File: config.mk
export PLATFORM = sky130hd
export DESIGN_NAME = kanji_font_ctrl_flat
export DESIGN_NICKNAME = d
export VERILOG_FILES = /design/src/rtl/kanji_font_ctrl_if.sv /design/src/rtl/kanji_font_ctrl.sv /design/src/flat_wrapper.sv
export SDC_FILE = /design/constraint.sdc
export NUM_CORES = 1
export LEC_CHECK = 0
export ABC_AREA = 1
export CORE_AREA = 2 2 82 123
export CTS_BUF_LIST = sky130_fd_sc_hd__clkbuf_8
export CTS_CLUSTER_SIZE = 25
export DETAILED_ROUTE_END_ITERATION = 16
export DIE_AREA = 0 0 84 125
export PLACE_DENSITY = 0.89
export SLEW_MARGIN = 0
export SYNTH_ARGS = -nofsm -noshare
export SYNTH_HDL_FRONTEND = slang
export SYNTH_SLANG_ARGS = --single-unit
File: constraint.sdc
create_clock -name clk -period 6.89 [get_ports clk]
set_input_delay 1.378 -clock clk [delete_from_list [all_inputs] [get_ports clk]]
set_output_delay 1.378 -clock clk [all_outputs]
set_load 0.01 [all_outputs]
File: src/rtl/kanji_font_ctrl_if.sv
// kanji_font_ctrl_if
//   Bus bundle for the Kanji/Hangul font-ROM controller.
//   CPU side : req, wr, rd, port_sel, data_in -> data_out, cpu_wait
//   SDRAM side: mem_req, mem_addr -> mem_ack, mem_data
//   Debug    : fsm_state (0 = IDLE, 1 = FETCH)
//
// Handshake semantics:
//   CPU  - a cycle is accepted at a rising clk edge where req is high and
//          cpu_wait is low. While cpu_wait is high the CPU holds req, rd and
//          port_sel unchanged. Writes never stall.
//   SDRAM- mem_req rises and stays high, with mem_addr stable, until the
//          single-cycle mem_ack strobe; mem_data is valid with mem_ack.
//          At most one request is outstanding.
//
// Modports: slave = the controller, master = the CPU/SDRAM environment.
interface kanji_font_ctrl_if #(
    parameter int PLANES = 2,
    parameter int ADDR_W = 27
);
    localparam int SEL_W = $clog2(PLANES) + 1;

    logic              req;
    logic              wr;
    logic              rd;
    logic [SEL_W-1:0]  port_sel;
    logic [7:0]        data_in;
    logic [7:0]        data_out;
    logic              cpu_wait;
    logic              mem_req;
    logic [ADDR_W-1:0] mem_addr;
    logic              mem_ack;
    logic [7:0]        mem_data;
    logic              fsm_state;

    modport slave (
        input  req, wr, rd, port_sel, data_in, mem_ack, mem_data,
        output data_out, cpu_wait, mem_req, mem_addr, fsm_state
    );

    modport master (
        output req, wr, rd, port_sel, data_in, mem_ack, mem_data,
        input  data_out, cpu_wait, mem_req, mem_addr, fsm_state
    );
endinterface

File: src/rtl/kanji_font_ctrl.sv
// kanji_font_ctrl
//   Font-ROM controller with PLANES independent glyph-address channels.
//   Each channel keeps a 17-bit offset and a one-byte prefetch buffer that is
//   refilled from SDRAM after every address write or data-port read, so the
//   CPU normally reads the data port without wait states.
//
// Ports:
//   clk      - system clock
//   reset    - asynchronous active-high reset
//   hangul   - Hangul addressing mode (only with KANJI_HANGUL_EN)
//   ram_base - font image base address in SDRAM
//   ram_size - image size in 16 KB units
//   bus      - kanji_font_ctrl_if.slave (CPU port, SDRAM port, debug state)
//
// Optional feature macro: KANJI_HANGUL_EN
//   When defined, planes >= 1 in Hangul mode take a 7-bit column field
//   (off[11:5]) and a 5-bit row field (off[16:12]).
module kanji_font_ctrl #(
    parameter int PLANES = 2,
    parameter int ADDR_W = 27
) (
    input  logic              clk,
    input  logic              reset,
    input  logic              hangul,
    input  logic [ADDR_W-1:0] ram_base,
    input  logic [7:0]        ram_size,
    kanji_font_ctrl_if.slave  bus
);
    localparam int PIDX_W = (PLANES > 1) ? $clog2(PLANES) : 1;

    typedef enum logic {
        ST_IDLE  = 1'b0,
        ST_FETCH = 1'b1
    } state_t;

    state_t            state_q, state_d;
    logic [PIDX_W-1:0] tag_q, tag_d;
    logic              discard_q, discard_d;
    logic [ADDR_W-1:0] addr_q, addr_d;
    logic [16:0]       off_q   [PLANES];
    logic [16:0]       off_d   [PLANES];
    logic [7:0]        glyph_q [PLANES];
    logic [7:0]        glyph_d [PLANES];
    logic [PLANES-1:0] valid_q, valid_d;
    logic [PLANES-1:0] pending_q, pending_d;

    // CPU decode
    logic [PIDX_W-1:0] sel_p;
    logic              sel_hi;
    logic              sel_ok;
    logic              cpu_wr;
    logic              cpu_rd;
    logic              sel_valid;
    logic              hangul_wide;

    assign sel_p     = PIDX_W'(bus.port_sel >> 1);
    assign sel_hi    = bus.port_sel[0];
    assign sel_ok    = (int'(sel_p) < PLANES);
    assign cpu_wr    = bus.req & bus.wr & sel_ok;
    assign cpu_rd    = bus.req & bus.rd & ~bus.wr & sel_ok;
    assign sel_valid = valid_q[sel_p];

`ifdef KANJI_HANGUL_EN
    assign hangul_wide = hangul & (sel_p != '0);
`else
    logic unused_hangul;
    assign unused_hangul = hangul;
    assign hangul_wide   = 1'b0;
`endif

    assign bus.cpu_wait  = cpu_rd & sel_hi & ~sel_valid;
    assign bus.data_out  = (cpu_rd & sel_hi & sel_valid) ? glyph_q[sel_p] : 8'hFF;
    assign bus.mem_req   = (state_q == ST_FETCH);
    assign bus.mem_addr  = addr_q;
    assign bus.fsm_state = state_q;

    // A plane is backed by SDRAM only if the image covers its 128 KB window.
    logic [PLANES-1:0] fetchable;
    always_comb begin
        for (int i = 0; i < PLANES; i++) begin
            fetchable[i] = (32'(ram_size) >= 32'(8 * (i + 1)));
        end
    end

    // Lowest-index fetchable plane with a pending refill.
    logic              found;
    logic [PIDX_W-1:0] launch_p;
    always_comb begin
        found    = 1'b0;
        launch_p = '0;
        for (int i = PLANES - 1; i >= 0; i--) begin
            if (pending_q[i] && fetchable[i]) begin
                found    = 1'b1;
                launch_p = PIDX_W'(i);
            end
        end
    end

    // Physical address of the plane about to be launched.
    logic [ADDR_W-1:0] plane0_mask;
    logic [ADDR_W-1:0] rel_addr;
    always_comb begin
        plane0_mask = (ADDR_W'(ram_size) << 14) - ADDR_W'(1);
        rel_addr    = (ADDR_W'(launch_p) << 17) | ADDR_W'(off_q[launch_p]);
        if (launch_p == '0) begin
            rel_addr = rel_addr & plane0_mask;
        end
    end

    // A write that hits the plane whose fetch is in flight, or is being
    // launched this very cycle, makes the returning byte stale.
    logic              in_flight;
    logic [PIDX_W-1:0] busy_p;
    logic              hit_busy;
    assign in_flight = (state_q == ST_FETCH) | found;
    assign busy_p    = (state_q == ST_FETCH) ? tag_q : launch_p;
    assign hit_busy  = cpu_wr & in_flight & (sel_p == busy_p);

    always_comb begin
        state_d   = state_q;
        tag_d     = tag_q;
        discard_d = discard_q;
        addr_d    = addr_q;
        off_d     = off_q;
        glyph_d   = glyph_q;
        valid_d   = valid_q;
        pending_d = pending_q;

        // Planes with no SDRAM behind them read as blank (0xFF).
        for (int i = 0; i < PLANES; i++) begin
            if (pending_q[i] && !fetchable[i]) begin
                glyph_d[i]   = 8'hFF;
                valid_d[i]   = 1'b1;
                pending_d[i] = 1'b0;
            end
        end

        case (state_q)
            ST_IDLE: begin
                if (found) begin
                    pending_d[launch_p] = 1'b0;
                    tag_d               = launch_p;
                    addr_d              = ram_base + rel_addr;
                    discard_d           = 1'b0;
                    state_d             = ST_FETCH;
                end
            end
            ST_FETCH: begin
                if (bus.mem_ack) begin
                    if (!discard_q && !hit_busy) begin
                        glyph_d[tag_q] = bus.mem_data;
                        valid_d[tag_q] = 1'b1;
                    end
                    discard_d = 1'b0;
                    state_d   = ST_IDLE;
                end
            end
            default: state_d = ST_IDLE;
        endcase

        // CPU accesses come last so they override fetch-side updates.
        if (cpu_wr) begin
            if (!sel_hi) begin
                if (hangul_wide) off_d[sel_p][11:5] = bus.data_in[6:0];
                else             off_d[sel_p][10:5] = bus.data_in[5:0];
            end else begin
                if (hangul_wide) off_d[sel_p][16:12] = bus.data_in[5:1];
                else             off_d[sel_p][16:11] = bus.data_in[5:0];
            end
            off_d[sel_p][4:0] = 5'd0;
            valid_d[sel_p]    = 1'b0;
            pending_d[sel_p]  = 1'b1;
            // If the ack lands in the same cycle it is dropped directly above,
            // so discard must not leak into the next fetch.
            if (hit_busy && !((state_q == ST_FETCH) && bus.mem_ack)) begin
                discard_d = 1'b1;
            end
        end else if (cpu_rd && sel_hi && sel_valid) begin
            // Consume the byte and prefetch the next one within the glyph row.
            valid_d[sel_p]    = 1'b0;
            off_d[sel_p][4:0] = off_q[sel_p][4:0] + 5'd1;
            pending_d[sel_p]  = 1'b1;
        end
    end

    always_ff @(posedge clk or posedge reset) begin
        if (reset) begin
            state_q   <= ST_IDLE;
            tag_q     <= '0;
            discard_q <= 1'b0;
            addr_q    <= '0;
            valid_q   <= '0;
            pending_q <= '0;
            for (int i = 0; i < PLANES; i++) begin
                off_q[i]   <= 17'd0;
                glyph_q[i] <= 8'hFF;
            end
        end else begin
            state_q   <= state_d;
            tag_q     <= tag_d;
            discard_q <= discard_d;
            addr_q    <= addr_d;
            valid_q   <= valid_d;
            pending_q <= pending_d;
            off_q     <= off_d;
            glyph_q   <= glyph_d;
        end
    end
endmodule
File: src/flat_wrapper.sv
// flat-port wrapper written by rule: the top's interface ports become plain ports
module kanji_font_ctrl_flat 
#(
    parameter int PLANES = 2,
    parameter int ADDR_W = 27
)
  (clk, reset, hangul, ram_base, ram_size, bus_req, bus_wr, bus_rd, bus_port_sel, bus_data_in, bus_mem_ack, bus_mem_data, bus_data_out, bus_cpu_wait, bus_mem_req, bus_mem_addr, bus_fsm_state);
  kanji_font_ctrl_if #(.PLANES(PLANES), .ADDR_W(ADDR_W)) bus_i ();
  input  logic clk;
  input  logic reset;
  input  logic hangul;
  input  logic [ADDR_W-1:0] ram_base;
  input  logic [7:0] ram_size;
  input wire logic [$bits(bus_i.req)-1:0] bus_req;
  input wire logic [$bits(bus_i.wr)-1:0] bus_wr;
  input wire logic [$bits(bus_i.rd)-1:0] bus_rd;
  input wire logic [$bits(bus_i.port_sel)-1:0] bus_port_sel;
  input wire logic [$bits(bus_i.data_in)-1:0] bus_data_in;
  input wire logic [$bits(bus_i.mem_ack)-1:0] bus_mem_ack;
  input wire logic [$bits(bus_i.mem_data)-1:0] bus_mem_data;
  output wire logic [$bits(bus_i.data_out)-1:0] bus_data_out;
  output wire logic [$bits(bus_i.cpu_wait)-1:0] bus_cpu_wait;
  output wire logic [$bits(bus_i.mem_req)-1:0] bus_mem_req;
  output wire logic [$bits(bus_i.mem_addr)-1:0] bus_mem_addr;
  output wire logic [$bits(bus_i.fsm_state)-1:0] bus_fsm_state;
  assign bus_i.req = bus_req;
  assign bus_i.wr = bus_wr;
  assign bus_i.rd = bus_rd;
  assign bus_i.port_sel = bus_port_sel;
  assign bus_i.data_in = bus_data_in;
  assign bus_i.mem_ack = bus_mem_ack;
  assign bus_i.mem_data = bus_mem_data;
  assign bus_data_out = bus_i.data_out;
  assign bus_cpu_wait = bus_i.cpu_wait;
  assign bus_mem_req = bus_i.mem_req;
  assign bus_mem_addr = bus_i.mem_addr;
  assign bus_fsm_state = bus_i.fsm_state;
  kanji_font_ctrl #(.PLANES(PLANES), .ADDR_W(ADDR_W)) u_core (.clk(clk), .reset(reset), .hangul(hangul), .ram_base(ram_base), .ram_size(ram_size), .bus(bus_i));
endmodule
## Yosys cells after proc, flatten, opt, wreduce, memory -nomap -nowiden

Cells that the tools add are included.
Widths: inputs -> output; s select.

- $add $sub $neg: 3
- $lt $le $gt $ge: 13
- Eq/ne operators: 1
- Muxes and demuxes: 66
- Bitwise logic cells: 23
- Reductions and logical operators: 21

Operators by type and width:

| kind | number |
|---|---|
| $bwmux 34 | 4 |
| $mux 34 | 4 |
| $mux 17 | 4 |
| $mux 8 | 7 |
| $demux 17 s1 | 3 |
| $mux 16 | 3 |
| $add 27x27->27 | 1 |
| $and 27x27->27 | 1 |
| $mux 27 | 1 |
| $sub 22x1->23 const B | 1 |
| $mux 5 | 4 |
| $mux 1 | 19 |
| $mux 2 | 9 |
| $or 18x17->18 | 1 |
| $bwmux 16 | 1 |
| $logic_and 1x1->1 | 14 |
| $mux 11 | 1 |
| $and 1x1->1 | 8 |
| $demux 8 s1 | 1 |
| $ge 8x4->1 const B | 1 |
| $ge 8x5->1 const B | 1 |
| $ge 2x2->1 const B | 3 |
| $lt 1x2->1 const B | 3 |
| $not 1->2 | 3 |
| 14 further kinds | 29 |

- Register bits after elaboration: 84
- Output and inout bits: 38
- Word-level logic and storage cells: 137

## Longest topological paths before layout

- Word-level depth: 15
- Depth in mapped cells: 21
- Gate-level depth less buffers: 20

## Worst setup path before layout

Ideal clock, no wire load.

- Path kind: input to register
- From: in ram_size[5]
- To: reg u_core.addr_q[26], in the netlist u_core.bus.mem_addr[26]
- Arrival: 3.443 ns
- Data required time: 6.773 ns
- Setup slack: 3.330 ns
- Stages: 21
- Buffers on the path: 1
- Cell sequence: nor2_2 nand2_1 nand3_2 inv_1 clkbuf_1 nand2_1 o21ai_0 ha_1 fa_1 nand2_1 nand2_1 nand3b_1 nand2_1 nand2_1 nand2_1 nand3_1 nand2_1 nand2_1 nand2_1 nand2_1 nand2_1

- Word-level cells in the longest chain between the ends: 12
- Elaborated cells on any way between the ends: 17

RTL lines:

| element | line | text |
|---|---|---|
| start, declared | flat_wrapper.sv:13 | `input logic [7:0] ram_size;` |
| $ge 8x5->1 | kanji_font_ctrl.sv:81 | `fetchable[i] = (32'(ram_size) >= 32'(8 * (i + 1)));` |
| $logic_and 1x1->1 | kanji_font_ctrl.sv:92 | `if (pending_q[i] && fetchable[i]) begin` |
| $mux 1 (2 in series) | kanji_font_ctrl.sv:92 |  |
| $not 1->2 (not written as such) | kanji_font_ctrl.sv:104 | `rel_addr = (ADDR_W'(launch_p) << 17) \| ADDR_W'(off_q[launch_p]);` |
| $mux 17 (not written as such) (3 in series) | kanji_font_ctrl.sv:104 |  |
| $or 18x17->18 | kanji_font_ctrl.sv:104 |  |
| $and 27x27->27 | kanji_font_ctrl.sv:106 | `rel_addr = rel_addr & plane0_mask;` |
| $mux 27 | kanji_font_ctrl.sv:105 | `if (launch_p == '0) begin` |
| $add 27x27->27 | kanji_font_ctrl.sv:143 | `addr_d = ram_base + rel_addr;` |
| end signal, assigned | kanji_font_ctrl.sv:202 | `addr_q <= addr_d;` |
| end, declared | kanji_font_ctrl.sv:39 | `logic [ADDR_W-1:0] addr_q, addr_d;` |

Parallel ways exist; a longest one is shown, timed or not. The select of a mux whose other input is x is not followed.
A chain may end at the register's enable or synchronous reset.

## Worst setup path after layout

- From: in bus_port_sel[1]
- To: out bus_data_out[6]

- Word-level cells in the longest chain between the ends: 5
- Elaborated cells on any way between the ends: 8

RTL lines:

| element | line | text |
|---|---|---|
| start, declared | flat_wrapper.sv:17 | `input wire logic [$bits(bus_i.port_sel)-1:0] bus_port_sel;` |
| $not 1->2 (not written as such) | kanji_font_ctrl.sv:72 | `assign bus.data_out = (cpu_rd & sel_hi & sel_valid) ? glyph_q[sel_p] : 8'hFF;` |
| $mux 8 (not written as such) (3 in series) | kanji_font_ctrl.sv:72 |  |
| $mux 8 * | kanji_font_ctrl.sv:72 |  |
| end, declared | flat_wrapper.sv:21 | `output wire logic [$bits(bus_i.data_out)-1:0] bus_data_out;` |

Mark *: on every way between the ends. The rest lies on a longest branch, timed or not. The select of a mux whose other input is x is not followed.

==> results.toml <==
[global_routing]
grt_pass1_vias = 5293
grt_pass1_wl_mm = 24.0
antenna_found_initial = 0
grt_overflow = 0
grt_use_total_pct = 28.7
grt_max_degree = 85

[synthesis]
ys_ff_latch = 84
syn_inst = 769
synthSimpleGateAreaFrac_pct = 30.2
syn-num-nets = 850
synthAdderAreaFrac_pct = 5.01
synth_edf_count = 0
syn_area_per_cell_um2 = 7.02
synth-seq-area-share_pct = 39.3
ys_async_sr_fraction_pct = 100
synth_area_leaders = "dfrtp_1 (32%), nand2_1 (18%), inv_1 (8.0%)"
synth_compound_area_share_pct = 13.7
synth_cell_types = 37
ys.flop_type = "dfrtp_1"
yosys.area.top_type_share_pct = 31.5
netlist_area_um2 = 5400
synth.area.mux_share_pct = 0.185
synth_warnings = 0
synth-xor-area-share_pct = 1.62
synth_top_family_by_area = "simple AND/OR/NAND/NOR gates"
synth_area_leader_cell = "dfrtp_1"

[placement]
numPortBuffers = 94
place_congestion = 0.961
dp_hpwl_mm = 11.0

[run]
drv_cap = 0

[layout]
layout-area-overhead-vs-synth_pct = 22.9
fillers = 796
nets = 938
diodes = 0
drive_above_1_share_pct = 6.03

[timing]
timing.final.hold_violations = 0
slew_headroom_pct = 30.7
worst_pin_slew_ps = 1040
whs_ps = 488
skew_ps = 11.5
rsz0062_at_grt = "false"
period_share_pct = 70.9
tns_ps = 0
period_needed_ps = 4890
fmax_mhz = 205
slew_viol_final = 0
finalSetupViolations = 0

[min_path]
worstHoldPathType = "flip-flop to flip-flop"

[routing]
vias_per_cell = 5.44
drc = 0
wl_mm = 14.6
first_pass_iters = 5
postRouteAntennaNets = 0
routedWlPerCell_um = 14.9
first_iter_violations = 310
num_vias = 5317

[die]
initial_core_util_pct = 56.7
dieHeight_um = 125
num_io_pins = 98
coreArea_um2 = 9520
die-area_um2 = 10500
rows = 44
die_x_um = 84

[worst_setup_path]
crit_arrival_ps = 3510
cp_slowest_cell = "clkdlybuf4s50_1"
end_kind = "output port"
reg2reg_slack_ps = 3490
cpMostUsedCell = "clkdlybuf4s50_1"
cp_top_family = "buffers and inverters"
crit_path_start_kind = "input port"
max_stage_delay_ps = 590
worstPathBufferInverterCount = 4
crit_chain = "clkdlybuf4s50_1, buf_4, clkinv_1, o211ai_1, clkdlybuf4s50_1"
cp_max_fo = 19
crit_type = "input port to output port"
cp.required_ps = 5510

[clock_tree]
htree_num_levels = 3
cts_resized = 0
postCtsSetupBuffers = 0
cts_made_buffers = 9
clock_sinks = 84
cts_hold_buf = 0
clk_latency_ps = 390
path_clk_slew_ps = 90
clock_path_buffers = 2
cts_tree = "done"
clock-root-buffer = "clkbuf_8"

[power]
ir_worst_vdd_v = 0.000263
leakagePower_nw = 3.39
p_per_area_nw_per_um2 = 344

[outcome]
status = "finished, final reports clean"
[Yosys cell counts, drive strengths merged, types with 3 or more instances]
library cell / number
xor2: 6
a21oi: 27
nand2: 256
and2: 4
xnor2: 4
nand3: 47
nor3: 3
o211ai: 8
inv: 115
nand4: 19
o22ai: 3
ha: 20
nor2: 53
buf: 11
a31oi: 3
clkbuf: 8
o21ai: 86
dfstp: 16
dfrtp: 68
[cell families (layout without fill, tap and decap cells)]
logic type / after synthesis / count (layout)
compound gates: 133 / 133
simple gates: 385 / 385
xor+xnor: 10 / 10
buf+inv: 135 / 228
fa+ha+maj: 21 / 21
mux: 1 / 1
flops: 84 / 84
[layout make-up]
class | instances | area (um^2) | area share (%)
tap | 115 | 144 | 2.17
inverter | 116 | 437 | 6.59
clock buffer | 11 | 151 | 2.28
clock inverter | 5 | 82.6 | 1.25
multi-input combinational | 550 | 2740 | 41.3
sequential | 84 | 2120 | 32.0
timing repair buffer | 96 | 956 | 14.4
[where the power goes]
| part | switching, W | internal, W |
|---|---|---|
| clock | 0.000199 | 0.000225 |
| sequential | 0.0000986 | 0.000704 |
| combinational | 0.000615 | 0.000438 |
| total | 0.000913 | 0.00137 |
[flip-flops by register name, indices dropped and copies added, names as in the netlist]
| register | count |
|---|---|
| u_core.bus.fsm_state | 1 |
| u_core.bus.mem_addr | 27 |
| u_core.discard_q | 1 |
| u_core.glyph_q | 16 |
| u_core.off_q | 34 |
| u_core.pending_q | 2 |
| u_core.tag_q | 1 |
| u_core.valid_q | 2 |
[per-stage QoR]
stage / cells / power, W / cell area [um^2] / util (%) / setup WS (ps)
final: 977 / 0.00228 / 6630 / 69.6 / 2000
after global placement: 961 / 0.00181 / 6400 / 67.2 / 2040
after detailed placement: 961 / 0.00185 / 6400 / 67.2 / 2000
after global routing: 977 / 0.00245 / 6630 / 69.6 / 1930
after floorplan: 769 / 0.00147 / 5400 / - / 3330
after CTS: 977 / 0.00228 / 6630 / 69.6 / 2030
[final timing paths]
check / end / start / depth (start not counted)
max in group asynchronous: u_core.bus.mem_addr[20]$_DFFE_PP0P_ / reset / 3
max reg2reg: u_core.bus.mem_addr[14]$_DFFE_PP0P_ / u_core.pending_q[0]$_DFF_PP0_ / 16
min reg2reg: u_core.bus.mem_addr[20]$_DFFE_PP0P_ / u_core.bus.mem_addr[20]$_DFFE_PP0P_ / 2
max: bus_data_out[6] / bus_port_sel[1] / 5
min in group asynchronous: u_core.off_q[33]$_DFFE_PP0P_ / reset / 3
min: u_core.bus.mem_addr[20]$_DFFE_PP0P_ / u_core.bus.mem_addr[20]$_DFFE_PP0P_ / 2
[per-layer routing]
layer | wire length (um) | vias to the layer above | GRT usage, % | part of all wire [%]
met4 | 822 | 0 | 18.7 | 5.6
met5 | 0 | - | 0 | 0
li1 | - | 2633 | - | -
met3 | 639 | 59 | 4.82 | 4.4
met2 | 7640 | 192 | 52.0 | 52
met1 | 5460 | 2433 | 30.1 | 37
[cells in the final DEF (no fill, tap or decap), types with 3 or more instances in the layout]
| cell type | count |
|---|---|
| o21ai_0 | 69 |
| inv_1 | 114 |
| dfrtp_1 | 68 |
| o21ai_2 | 9 |
| nand2_1 | 254 |
| xor2_1 | 6 |
| dfstp_2 | 16 |
| nor3_1 | 3 |
| nor2_1 | 51 |
| xnor2_1 | 4 |
| and2_1 | 4 |
| o21ai_1 | 8 |
| nand3_4 | 3 |
| a21oi_1 | 27 |
| clkdlybuf4s50_1 | 94 |
| clkbuf_8 | 11 |
| ha_1 | 20 |
| nand4_1 | 19 |
| o211ai_1 | 8 |
| nand3_1 | 43 |
| a31oi_1 | 3 |
| o22ai_1 | 3 |
[worst reg2reg max path: cells and delay by family, from the launching register on]
family / cells / cell delay (ps)
buf+inv: 2 / 720
compound gates: 3 / 400
simple gates: 9 / 1060
flops: 1 / 420
fa+ha+maj: 2 / 710
Note: power is estimated with default switching activity, not from simulation.
